### config.mk
export PLATFORM = sky130hd
export DESIGN_NAME = kbdmus_spi_rx
export DESIGN_NICKNAME = d
export VERILOG_FILES = /design/src/rtl/kbdmus_spi_rx.sv
export SDC_FILE = /design/constraint.sdc
export NUM_CORES = 1
export LEC_CHECK = 0
export ABC_AREA = 1
export BUFFER_PORTS_ARGS = -buffer_cell sky130_fd_sc_hd__buf_2
export CAP_MARGIN = 20
export CORE_MARGIN = 2
export CORE_UTILIZATION = 59
export DETAILED_ROUTE_END_ITERATION = 8
export GPL_ROUTABILITY_DRIVEN = 0
export GPL_TIMING_DRIVEN = 0
export PLACE_DENSITY = 0.9
export SLEW_MARGIN = 5
export SYNTH_ARGS = -nofsm -noshare
export SYNTH_HDL_FRONTEND = slang
export SYNTH_SLANG_ARGS = --single-unit
### constraint.sdc
create_clock -name fclk -period 2.1 [get_ports fclk]
set_input_delay 0.42 -clock fclk [delete_from_list [all_inputs] [get_ports fclk]]
set_output_delay 0.42 -clock fclk [all_outputs]
set_load 0.01 [all_outputs]
### src/rtl/kbdmus_spi_rx.sv
// SPI mode-0 slave that decodes MCU keyboard/mouse/joystick frames into strobed bytes.
// All SPI pins are resynchronised to fclk; fclk must run at least 4x SCK.
module kbdmus_spi_rx #(
    parameter int unsigned SYNC_STAGES = 2
) (
    input  logic       fclk,
    input  logic       rst_n,
    input  logic       spi_sck,
    input  logic       spi_mosi,
    input  logic       spi_cs_n,
    output logic [7:0] kbd_in,
    output logic [2:0] kbd_in_sel,
    output logic       kbd_stb,
    output logic [7:0] mus_in,
    output logic       mus_xstb,
    output logic       mus_ystb,
    output logic       mus_btnstb,
    output logic       kj_stb,
    output logic       frame_err
);

    typedef enum logic [2:0] {StIdle, StCmd, StKbd, StMus, StSkip} state_e;

    logic [SYNC_STAGES-1:0] sck_sync_q, mosi_sync_q, cs_sync_q, vld_q;
    logic       sck_s, mosi_s, cs_s, rise, fall, shift_en;
    logic       sck_prev_q, cs_prev_q, cs_prev_d;
    state_e     state_q, state_d, state_nb;
    logic [2:0] bitcnt_q, bitcnt_d, idx_q, idx_d;
    logic [7:0] shift_q, shift_d;
    logic       byte_vld_q, byte_vld_d;
    logic [1:0] tgt_q, tgt_d;
    logic [7:0] kbd_in_q, kbd_in_d, mus_in_q, mus_in_d;
    logic [2:0] kbd_sel_q, kbd_sel_d;
    logic       kbd_stb_q, kbd_stb_d, xstb_q, xstb_d, ystb_q, ystb_d;
    logic       btnstb_q, btnstb_d, kjstb_q, kjstb_d, err_q, err_d;

    assign sck_s  = sck_sync_q[SYNC_STAGES-1];
    assign mosi_s = mosi_sync_q[SYNC_STAGES-1];
    assign cs_s   = cs_sync_q[SYNC_STAGES-1];

    // cs_prev only holds a genuine high once the synchroniser has refilled after
    // reset, so a cs_n held low across reset is not mistaken for a new frame.
    assign cs_prev_d = vld_q[SYNC_STAGES-1] ? cs_s : 1'b0;
    assign fall      = cs_prev_q & ~cs_s;
    assign rise      = sck_s & ~sck_prev_q & ~cs_s;
    assign shift_en  = rise & (state_q != StIdle);

    always_comb begin
        bitcnt_d   = bitcnt_q;
        shift_d    = shift_q;
        byte_vld_d = 1'b0;
        if (cs_s || state_q == StIdle) begin
            bitcnt_d = 3'd0;
            shift_d  = 8'd0;
        end else if (shift_en) begin
            bitcnt_d   = bitcnt_q + 3'd1;
            shift_d    = {shift_q[6:0], mosi_s};
            byte_vld_d = (bitcnt_q == 3'd7);
        end
    end

    always_comb begin
        state_nb  = state_q;
        idx_d     = idx_q;
        tgt_d     = tgt_q;
        kbd_in_d  = kbd_in_q;
        kbd_sel_d = kbd_sel_q;
        mus_in_d  = mus_in_q;
        kbd_stb_d = 1'b0;
        xstb_d    = 1'b0;
        ystb_d    = 1'b0;
        btnstb_d  = 1'b0;
        kjstb_d   = 1'b0;
        err_d     = 1'b0;
        // A completed byte is always consumed before a cs_n rise is acted upon.
        if (byte_vld_q) begin
            unique case (state_q)
                StCmd: begin
                    if (shift_q == 8'h01) begin
                        state_nb = StKbd;
                        idx_d    = 3'd0;
                    end else if (shift_q >= 8'h0A && shift_q <= 8'h0D) begin
                        state_nb = StMus;
                        tgt_d    = shift_q[1:0] + 2'd2;
                    end else begin
                        state_nb = StSkip;
                    end
                end
                StKbd: begin
                    kbd_in_d  = shift_q;
                    kbd_sel_d = idx_q;
                    kbd_stb_d = 1'b1;
                    idx_d     = idx_q + 3'd1;
                    if (idx_q == 3'd4) state_nb = StSkip;
                end
                StMus: begin
                    mus_in_d = shift_q;
                    xstb_d   = (tgt_q == 2'd0);
                    ystb_d   = (tgt_q == 2'd1);
                    btnstb_d = (tgt_q == 2'd2);
                    kjstb_d  = (tgt_q == 2'd3);
                    state_nb = StSkip;
                end
                default: ;
            endcase
        end
        state_d = state_nb;
        if (cs_s) begin
            if (state_q != StIdle) begin
                err_d = (bitcnt_q != 3'd0) || (state_nb == StKbd) || (state_nb == StMus);
            end
            state_d = StIdle;
        end else if (state_q == StIdle && fall) begin
            state_d = StCmd;
        end
    end

    always_ff @(posedge fclk) begin
        if (!rst_n) begin
            sck_sync_q  <= '0;
            mosi_sync_q <= '0;
            cs_sync_q   <= '1;
            vld_q       <= '0;
            sck_prev_q  <= 1'b0;
            cs_prev_q   <= 1'b0;
            state_q     <= StIdle;
            bitcnt_q    <= 3'd0;
            shift_q     <= 8'd0;
            byte_vld_q  <= 1'b0;
            idx_q       <= 3'd0;
            tgt_q       <= 2'd0;
            kbd_in_q    <= 8'd0;
            kbd_sel_q   <= 3'd0;
            mus_in_q    <= 8'd0;
            kbd_stb_q   <= 1'b0;
            xstb_q      <= 1'b0;
            ystb_q      <= 1'b0;
            btnstb_q    <= 1'b0;
            kjstb_q     <= 1'b0;
            err_q       <= 1'b0;
        end else begin
            sck_sync_q  <= (sck_sync_q << 1) | SYNC_STAGES'(spi_sck);
            mosi_sync_q <= (mosi_sync_q << 1) | SYNC_STAGES'(spi_mosi);
            cs_sync_q   <= (cs_sync_q << 1) | SYNC_STAGES'(spi_cs_n);
            vld_q       <= (vld_q << 1) | SYNC_STAGES'(1);
            sck_prev_q  <= sck_s;
            cs_prev_q   <= cs_prev_d;
            state_q     <= state_d;
            bitcnt_q    <= bitcnt_d;
            shift_q     <= shift_d;
            byte_vld_q  <= byte_vld_d;
            idx_q       <= idx_d;
            tgt_q       <= tgt_d;
            kbd_in_q    <= kbd_in_d;
            kbd_sel_q   <= kbd_sel_d;
            mus_in_q    <= mus_in_d;
            kbd_stb_q   <= kbd_stb_d;
            xstb_q      <= xstb_d;
            ystb_q      <= ystb_d;
            btnstb_q    <= btnstb_d;
            kjstb_q     <= kjstb_d;
            err_q       <= err_d;
        end
    end

    assign kbd_in     = kbd_in_q;
    assign kbd_in_sel = kbd_sel_q;
    assign kbd_stb    = kbd_stb_q;
    assign mus_in     = mus_in_q;
    assign mus_xstb   = xstb_q;
    assign mus_ystb   = ystb_q;
    assign mus_btnstb = btnstb_q;
    assign kj_stb     = kjstb_q;
    assign frame_err  = err_q;

endmodule

# Word-level counts from Yosys, hierarchy flattened
# Cells that the tools add are included.
[classes]
n_addsub = 3
order_cmp = 2
n_eq_ne = 12
muxes = 10
bitwise = 12
n_reduce_logical = 22
[ops]
columns = ["op", "n"]
rows = [
  ["$mux W3", 5],
  ["$eq A3 B2 Y1 const B", 4],
  ["$pmux W3 S3", 1],
  ["$reduce_and A3 Y1", 3],
  ["$eq A8 B1 Y1 const B", 1],
  ["$ge A8 B4 Y1 const B", 1],
  ["$le A8 B4 Y1 const B", 1],
  ["$reduce_and A2 Y1", 4],
  ["$add A3 B1 Y3 const B", 2],
  ["$eq A3 B3 Y1 const B", 2],
  ["$or A2 B1 Y2", 3],
  ["$pmux W3 S2", 1],
  ["$reduce_bool A3 Y1", 2],
  ["$reduce_or A3 Y1", 2],
  ["$not A1 Y1", 5],
  ["$and A1 B1 Y1", 4],
  ["$eq A2 B2 Y1 const B", 2],
  ["$reduce_and A4 Y1", 1],
  ["$reduce_or A2 Y1", 2],
  ["$eq A3 B1 Y1 const B", 1],
  ["$logic_not A3 Y1", 1],
  ["$logic_or A1 B1 Y1", 3],
  ["$mux W1", 3],
  ["$add A2 B2 Y2 const B", 1],
  ["5 further kinds", 6],
]
[word_totals]
ff_bits = 55
output_inout_bits = 25
wordCells = 84

# Depth between registers and ports, before layout
# Gate-level depths: netlist of the first run.
[logic_depth]
ltp_word = 9
depth_mapped = 9
depth_no_buf = 9

# Least setup slack after synthesis of the first run
# No wires, ideal clock.
[synth_timing]
kind = "register to register"
start = "register state_q[1]"
end = "register bitcnt_q[0]"
setup_ps = 118
t_arrival_ps = 984
required_ps = 1982
setup_slack_ps = 998
path_stages_with_launch = 7
path_buffers = 1
period_less_slack_ps = 1102
cell_sequence = "dfxtp_1 -> nor2_1 -> nand2_1 -> nand3_1 -> buf_2 -> o21ai_1 -> a21oi_2"
[synth_between]
elab_chain_len = 3
word_cells_on_any_way = 5
cone_classes = "1 x bitwise; 4 x reduce/logical"
[synth_lines]
columns = ["item", "line_no", "source"]
rows = [
  ["start: declaration", "27", "state_e state_q, state_d, state_nb;"],
  ["start signal: assignment", "126", "state_q <= StIdle;"],
  ["start signal: assignment", "148", "state_q <= state_d;"],
  ["$logic_not A3 Y1", "52", "if (cs_s || state_q == StIdle) begin"],
  ["$logic_or A1 B1 Y1", "52", ""],
  ["$reduce_or A2 Y1 (no source line)", "-", ""],
  ["end signal: assignment", "149", "bitcnt_q <= bitcnt_d;"],
  ["end: declaration", "28", "logic [2:0] bitcnt_q, bitcnt_d, idx_q, idx_d;"],
]
# Parallel ways exist; a longest one is shown, timed or not.
# A chain may end at the register's enable or synchronous reset.

# Final worst setup path of the first run
[layout_timing]
start = "register shift_q[5]"
end = "register idx_q[1]"
[layout_between]
elab_chain_len = 3
[layout_lines]
columns = ["item", "line_no", "source"]
rows = [
  ["start: declaration", "29", "logic [7:0] shift_q, shift_d;"],
  ["start signal: assignment", "150", "shift_q <= shift_d;"],
  ["$eq A8 B1 Y1", "79", "if (shift_q == 8'h01) begin"],
  ["$ne A2 B2 Y1 (no source line)", "-", ""],
  ["$reduce_and A3 Y1 (no source line)", "-", ""],
  ["end signal: assignment", "152", "idx_q <= idx_d;"],
  ["end: declaration", "28", ""],
]
# Every way passes these cells.

==> metrics.cfg, run 1 <==
[sta]
rsz0062_at_grt=no
max_slew_margin=0.734
fin_ws_ns=0.701
finalSetupViolCount=0
min_period_ns=1.40
final.period_utilization=0.666
worst_pin_slew_ns=0.398
clock_skew_ns=0.00551
finalHoldViolCount=0
fin_tns_setup_ns=0
fmax_mhz=715
drv_slew=0

[die]
io_pins=30
dieArea_mm2=0.00400
rows=21
dieHeight_um=63.3
die-width_um=63.3
start_util=0.616
placeableCoreArea_mm2=0.00336

[routing]
drc=0
vias=1665
wire_per_inst_um=12.0
ant_nets=0
drt-vias-per-instance=5.09
drtIter0Drc=72
dr.pass1.iters=4
totalWireLength_mm=3.93

[power]
p_comb_frac=0.014
internal_power_mw=1.43
net-switching-power_mw=0.328
p_clk_frac=0.386
pwr_density_cell_mw_per_mm2=741
switching_share=0.186
p_seq_frac=0.599
ir_drop_uv=682
p_leak_nw=1.04

[logic_synthesis]
synthAdderAreaFrac=0.0302
yosys_warnings=0
synth_xor_area_frac=0
synth_nets=254
synthArstFlopShare=0
synthCells=244
yosys_most_used_dff=dfxtp_1
synth-edff-count=0
postSynthAreaPerCell_um2=8.50
synth_mux_area_frac=0
synth-simple-area-share=0.150
synth-seq-area-share=0.531
synthesis.area_mm2=0.00207
synth_compound_area_frac=0.194
ys_seq_elements=55
synth_cell_types=24
synth_top_family_by_area=compound AO/OA/AOI/OAI gates

[cts]
insertion_delay_ns=0.36
cts_hold_buf=0
ctsResizeCount=0
cts.path.max_buffers=2
root_buffer=clkbuf_4
cts_inserted_buffers=5
cts_tree=yes
htreeDepth=2
clkSinkCount=55
clkTransAtPathRegs_ns=0.14
postCtsSetupBuffers=0

[grt]
antenna_found_initial=0
grt_max_degree=17
gr-total-overflow=0
grt_pass1_wl_mm=6.68
grt_pass1_vias=1561
grt_use_total=0.213

[finish]
drive_gt1_frac=0.256
syn_to_final_growth_pct=14.7
final_cell_mix=55 x dfxtp_1, 30 x buf_2, 27 x inv_1
final_common_cell=dfxtp_1
nets=290
n_antenna_cell=0

[critical_path]
worstPathRequired_ns=2.37
crit_slowest_cell=dfxtp_1
cp_cell_sequence=inv_1 -> nand2_1 -> nor2_1 -> nand2_1 -> nor3_1 -> nor2_1 -> nand3_1 -> nand2_1
path_common_cell=nand2_1
criticalPathCategory=reg2reg
crit_path_max_incr_delay_ns=0.35
crit_arrival_ns=1.67
crit_path_max_fanout=4
start_kind=flop
endpoint_kind=flop

[place]
post-dp-hpwl_mm=2.95
place_ws_ns=0.720
port_buffers=29

[min_path]
worstHoldPathType=in2reg

[run_status]
status=completed

[flow_run]
maxCapViolCount=0

-- power by group through the flow --
| stage | clock, mW | combinational, mW | sequential [mW] |
|---|---|---|---|
| 2_1_floorplan | 0 | 0.0163 | 1.08 |
| 3_3_place_gp | 0 | 0.0252 | 1.08 |
| 3_5_place_dp | 0 | 0.0258 | 1.08 |
| 4_1_cts | 0.685 | 0.0258 | 1.06 |
| 5_1_grt | 0.734 | 0.0295 | 1.06 |
| 6_report | 0.680 | 0.0254 | 1.06 |
-- worst max-delay path: cells and delay by family, from the launching register on --
kind,cells,cell delay [ns]
AND/OR/NAND/NOR,7,0.82
flip-flops,1,0.35
buffers and inverters,1,0.14
-- cell usage after synthesis, types with 3 or more instances --
master,instances,area share
ha_1,5,0.030
nor3_1,6,0.014
buf_4,3,0.011
a21oi_1,25,0.060
o21ai_1,20,0.048
clkbuf_1,3,0.0054
inv_2,9,0.016
nand2_1,23,0.042
inv_1,27,0.049
nor2_2,3,0.0091
dfxtp_1,55,0.53
nand2_2,3,0.0091
nand3_1,5,0.012
nor2_1,20,0.036
a21oi_2,10,0.042
o21ai_0,15,0.036
-- cells by family after synthesis --
| kind of cell | after synthesis |
|---|---|
| AND/OR/NAND/NOR | 67 |
| adder cells (fa/ha/maj) | 5 |
| buffers and inverters | 45 |
| AO/OA/AOI/OAI | 72 |
| flip-flops | 55 |
-- path summary, 6_finish.rpt --
check,from,endpoint,slack (ns),depth (start not counted)
setup reg to reg,shift_q[5],idx_q[1],0.70,8
hold reg to reg,sck_sync_q[0],sck_sync_q[1],0.43,2
hold / removal,spi_mosi,mosi_sync_q[0],0.23,3
setup / recovery,shift_q[5],idx_q[1],0.70,8
-- flip-flops by register name, summed over array words and instances (netlist names), 2 cells and up --
signal / cells
kbd_in: 8
mus_in: 8
state_q: 3
vld_q: 2
bitcnt_q: 3
kbd_in_sel: 3
cs_sync_q: 2
idx_q: 3
tgt_q: 2
shift_q: 8
mosi_sync_q: 2
sck_sync_q: 2
-- metrics by stage --
stage                     std cells  area [um^2]  hold WS [ns]  utilization  total power [mW]
final                           327         2380         0.226        0.707              1.76
after global routing            327         2380         0.200        0.707              1.82
after CTS                       327         2380         0.214        0.707              1.77
after detailed placement        319         2280         0.400        0.677              1.10
after global placement          319         2280         0.393        0.677              1.10
after floorplan                 244         2070         0.390            -              1.09
-- layer usage --
layer / vias to the layer above / track usage / wire length, um
li1: 860 / - / -
met1: 769 / 0.264 / 1790
met2: 31 / 0.356 / 1930
met3: 5 / 0.0607 / 171
met4: 0 / 0.0734 / 40
met5: - / 0 / 0
-- final cells by class --
class,instances,area [um^2]
tap,46,57.6
fill,274,986
clock inverter,2,60.1
sequential,55,1100
clock buffer,6,41.3
inverter,36,135
timing repair buffer,29,145
buffer,9,61.3
multi-input combinational,144,776
Note: power is estimated with default switching activity, not from simulation.
==> run 2: changes to the inputs <==
CORE_UTILIZATION = 50   (was 59)
PLACE_DENSITY = 0.82   (was 0.9)
clock period = 1.2 ns   (was 2.1 ns; I/O delays follow)
==> metrics.cfg, run 2 (same netlist as run 1, synthesis figures left out) <==
[run_status]
status=finished with violations
violations=negative setup slack

[finish]
syn_to_final_growth_pct=31.7
drive_gt1_frac=0.476
nets=306
n_antenna_cell=0
post-route-cell-area_mm2=0.00273
fillerInstances=277
final_cell_mix=43 x dfxtp_1, 30 x buf_2, 22 x inv_1
fin_util=0.683
final_common_cell=dfxtp_1

[power]
p_seq_frac=0.598
p_comb_frac=0.017
ir_drop_uv=1240
switching_share=0.200
internal_power_mw=2.46
p_clk_frac=0.385
pwr_density_cell_mw_per_mm2=1130
total_power_mw=3.07
p_leak_nw=1.16
net-switching-power_mw=0.616

[die]
start_util=0.518
io_pins=30
die-width_um=68.4
placeableCoreArea_mm2=0.00400
dieHeight_um=68.4
rows=23
dieArea_mm2=0.00468

[grt]
antenna_found_initial=0
grt_pass1_vias=1524
grt_max_degree=17
grt_pass1_wl_mm=6.90
grt_use_total=0.205
gr-total-overflow=0

[sta]
drv_slew=0
worst_pin_slew_ns=0.573
final.period_utilization=1.09
min_period_ns=1.31
max_slew_margin=0.618
finalHoldViolCount=0
clock_skew_ns=0.00360
fmax_mhz=766
finalSetupViolCount=13
fin_ws_ns=-0.106
rsz0062_at_grt=yes

[routing]
drtIter0Drc=78
dr.pass1.iters=4
totalWireLength_mm=5.05
vias=1826
wire_per_inst_um=14.6
ant_nets=0
drc=0
drt-vias-per-instance=5.28

[cts]
htreeDepth=2
cts.path.max_buffers=2
root_buffer=clkbuf_8
clkTransAtPathRegs_ns=0.09
insertion_delay_ns=0.31
cts_inserted_buffers=5
cts_hold_buf=0
clkSinkCount=55
cts_tree=yes

[flow_run]
maxCapViolCount=0

[critical_path]
r2r-start=state_q[2]
cp-startpoint=state_q[2]
endpoint_kind=flop
start_kind=flop
criticalPathCategory=reg2reg
crit_arrival_ns=1.55
worstPathRequired_ns=1.44
crit_path_max_fanout=6
rrSetupSlack_ns=-0.11

[place]
post_dp_cell_area_mm2=0.00228
post-dp-hpwl_mm=2.94
port_buffers=29

[min_path]
hp-start=spi_sck
worstHoldPathType=in2reg

## run 2: cell types whose count changed in the layout (fill, tap and decap cells not counted), sizes merged
cell	previous run	this run
buf	35	50
inv	36	35
clkinvlp	0	3
bufinv	2	1
clkbuf	9	8
## run 2: critical path: stages, from the launching register on
cell,delay [ns]
dfxtp_2,0.35
inv_4,0.09
nand2_4,0.07
nor2_2,0.14
nand2_2,0.14
inv_4,0.13
buf_4,0.11
o21ai_0,0.07
a21oi_1,0.14
## run 2: path summary, 6_finish.rpt
path | cells after the start | endpoint
max | 8 | mus_in[2]
min | 3 | sck_sync_q[0]
max reg2reg | 8 | mus_in[2]
min reg2reg | 1 | cs_sync_q[1]
## run 2: repair_timing
item,CTS,global route
pin swaps,0,10
gates cloned,1,3
endpoints found under the setup margin,25,41
setup buffers,4,8
hold endpoints to repair,0,0
gates resized for setup,18,61
## run 2: power groups by stage
stage,clock network [mW],logic [mW],registers (mW)
after floorplan,0,0.0285,1.89
after global placement,0,0.0449,1.89
after detailed placement,0,0.0459,1.89
after global routing,1.27,0.0600,1.84
after CTS,1.19,0.0480,1.84
final,1.18,0.0529,1.84
## run 2: layer usage
layer | global-route usage | vias up | share of wire
met3 | 0.0510 | 16 | 0.038
met1 | 0.254 | 865 | 0.43
met2 | 0.327 | 49 | 0.50
li1 | - | 896 | -
met4 | 0.108 | 0 | 0.036
met5 | 0 | - | 0
## run 2: metrics by stage
| step | hold WS [ns] | setup slack [ns] | setup TNS (ns) | instances |
|---|---|---|---|---|
| 6_report | 0.104 | -0.106 | -0.554 | 346 |
| 3_3_place_gp | 0.395 | -0.161 | -0.659 | 323 |
| 3_5_place_dp | 0.400 | -0.214 | -0.965 | 323 |
| 4_1_cts | 0.107 | -0.00221 | -0.00403 | 335 |
| 5_1_grt | 0.115 | -0.158 | -2.58 | 346 |
| 2_1_floorplan | 0.268 | 0.0984 | 0 | 244 |
## run 2: area by class of cell
type / count / area, um^2 / share of cell area
repair buffers: 44 / 263 / 0.0962
multi-input cells: 144 / 948 / 0.347
repair inverters: 1 / 7.51 / 0.00275
well taps: 50 / 62.6 / 0.0229
clock inverters: 2 / 37.5 / 0.0137
plain buffers: 9 / 71.3 / 0.0261
flip-flops and latches: 55 / 1120 / 0.411
inverters: 36 / 149 / 0.0545
clock buffers: 5 / 68.8 / 0.0252
==> run 3: changes to the inputs <==
CORE_UTILIZATION = 55   (was 50)
PLACE_DENSITY = 0.85   (was 0.82)
SKIP_LAST_GASP = 1   (was not set)
clock period = 1.5 ns   (was 1.2 ns; I/O delays follow)
==> metrics.cfg, run 3 (same netlist as run 1, synthesis figures left out) <==
[cts]
ctsResizeCount=0
postCtsSetupBuffers=0
insertion_delay_ns=0.31
cts_hold_buf=0
cts_inserted_buffers=5
cts.path.max_buffers=2
cts_tree=yes
clkTransAtPathRegs_ns=0.10
root_buffer=clkbuf_8
htreeDepth=2
clkSinkCount=55

[routing]
ant_nets=0
drtIter0Drc=72
drc=0
vias=1667
wire_per_inst_um=12.8
dr.pass1.iters=4
drt-vias-per-instance=5.07
totalWireLength_mm=4.22

[critical_path]
rrSetupSlack_ns=0.13
start_kind=flop
r2r_cells=8
worstPathRequired_ns=1.71
worst_r2r_endpoint=idx_q[1]
crit_path_max_fanout=4
endpoint_kind=flop
criticalPathCategory=reg2reg
cp-startpoint=shift_q[7]
crit_arrival_ns=1.59
r2r-start=shift_q[7]

[power]
ir_drop_uv=782
internal_power_mw=1.99
net-switching-power_mw=0.516
p_leak_nw=1.04
p_comb_frac=0.015
switching_share=0.206
p_clk_frac=0.396
pwr_density_cell_mw_per_mm2=1050
p_seq_frac=0.589

[sta]
min_period_ns=1.37
final.period_utilization=0.915
clock_skew_ns=0.00944
max_slew_margin=0.683
finalHoldViolCount=0
fmax_mhz=729
finalSetupViolCount=0
rsz0062_at_grt=no
worst_pin_slew_ns=0.475
fin_tns_setup_ns=0
drv_slew=0

[finish]
post-route-cell-area_mm2=0.00239
drive_gt1_frac=0.260
syn_to_final_growth_pct=15.5
final_cell_mix=55 x dfxtp_1, 30 x buf_2, 27 x inv_1
nets=290
final_common_cell=dfxtp_1
n_antenna_cell=0

[place]
port_buffers=29
post_dp_cell_area_mm2=0.00228
post-dp-hpwl_mm=3.06

[die]
dieHeight_um=65.4
placeableCoreArea_mm2=0.00363
dieArea_mm2=0.00428
start_util=0.571
io_pins=30
die-width_um=65.4
rows=22

[min_path]
whs_path_depth=3
hp-start=spi_mosi
hold_path_end=mosi_sync_q[0]
worstHoldPathType=in2reg

[grt]
grt_use_total=0.223
gr-total-overflow=0
grt_pass1_wl_mm=7.20
grt_pass1_vias=1582
grt_max_degree=19
antenna_found_initial=0

[flow_run]
maxCapViolCount=0

[run_status]
status=completed

[run 3: layout make-up]
| class | count | area, um^2 |
|---|---|---|
| plain buffers | 9 | 61.3 |
| clock buffers | 5 | 68.8 |
| clock inverters | 3 | 47.5 |
| fillers | 306 | 1240 |
| inverters | 36 | 135 |
| multi-input cells | 144 | 776 |
| flip-flops and latches | 55 | 1100 |
| well taps | 48 | 60.1 |
| repair buffers | 29 | 145 |
[run 3: worst max-delay path by stage]
stage                     slack, ns           to
after floorplan                0.40  bitcnt_q[0]
after global placement         0.16     idx_q[1]
after detailed placement       0.13     idx_q[1]
after CTS                      0.11     idx_q[1]
after global routing           0.04     idx_q[1]
final                          0.13     idx_q[1]
[run 3: through the flow]
step                      hold slack [ns]  setup slack [ns]  instances   util  power [mW]
after global routing                0.173            0.0424        329  0.659        2.58
after global placement              0.395             0.164        321  0.627        1.55
after floorplan                     0.328             0.398        244      -        1.53
final                               0.157             0.128        329  0.659        2.51
after CTS                           0.159             0.108        329  0.659        2.51
after detailed placement            0.401             0.128        321  0.627        1.55
[run 3: power by group through the flow]
stage / clock network, mW / registers, mW / logic [mW]
5_1_grt: 1.06 / 1.48 / 0.0430
2_1_floorplan: 0 / 1.51 / 0.0228
4_1_cts: 0.998 / 1.48 / 0.0381
3_3_place_gp: 0 / 1.51 / 0.0366
3_5_place_dp: 0 / 1.51 / 0.0374
6_report: 0.993 / 1.48 / 0.0376
[run 3: metal layers]
layer | up-vias | share of wire | wire (um) | global-route usage
met1 | 754 | 0.47 | 1990 | 0.289
met3 | 11 | 0.039 | 163 | 0.0394
li1 | 866 | - | - | -
met5 | - | 0 | 0 | 0
met4 | 0 | 0.025 | 104 | 0.117
met2 | 36 | 0.46 | 1960 | 0.355
[run 3: worst max-delay path, cell delays in order (launching register included)]
cell and delay, ns:
dfxtp_1 0.33, inv_1 0.15, nand2_1 0.07, nor2_1 0.11, nand2_1 0.10, nor3_1 0.26, nor2_1 0.11, nand3_1 0.08
nand2_1 0.07
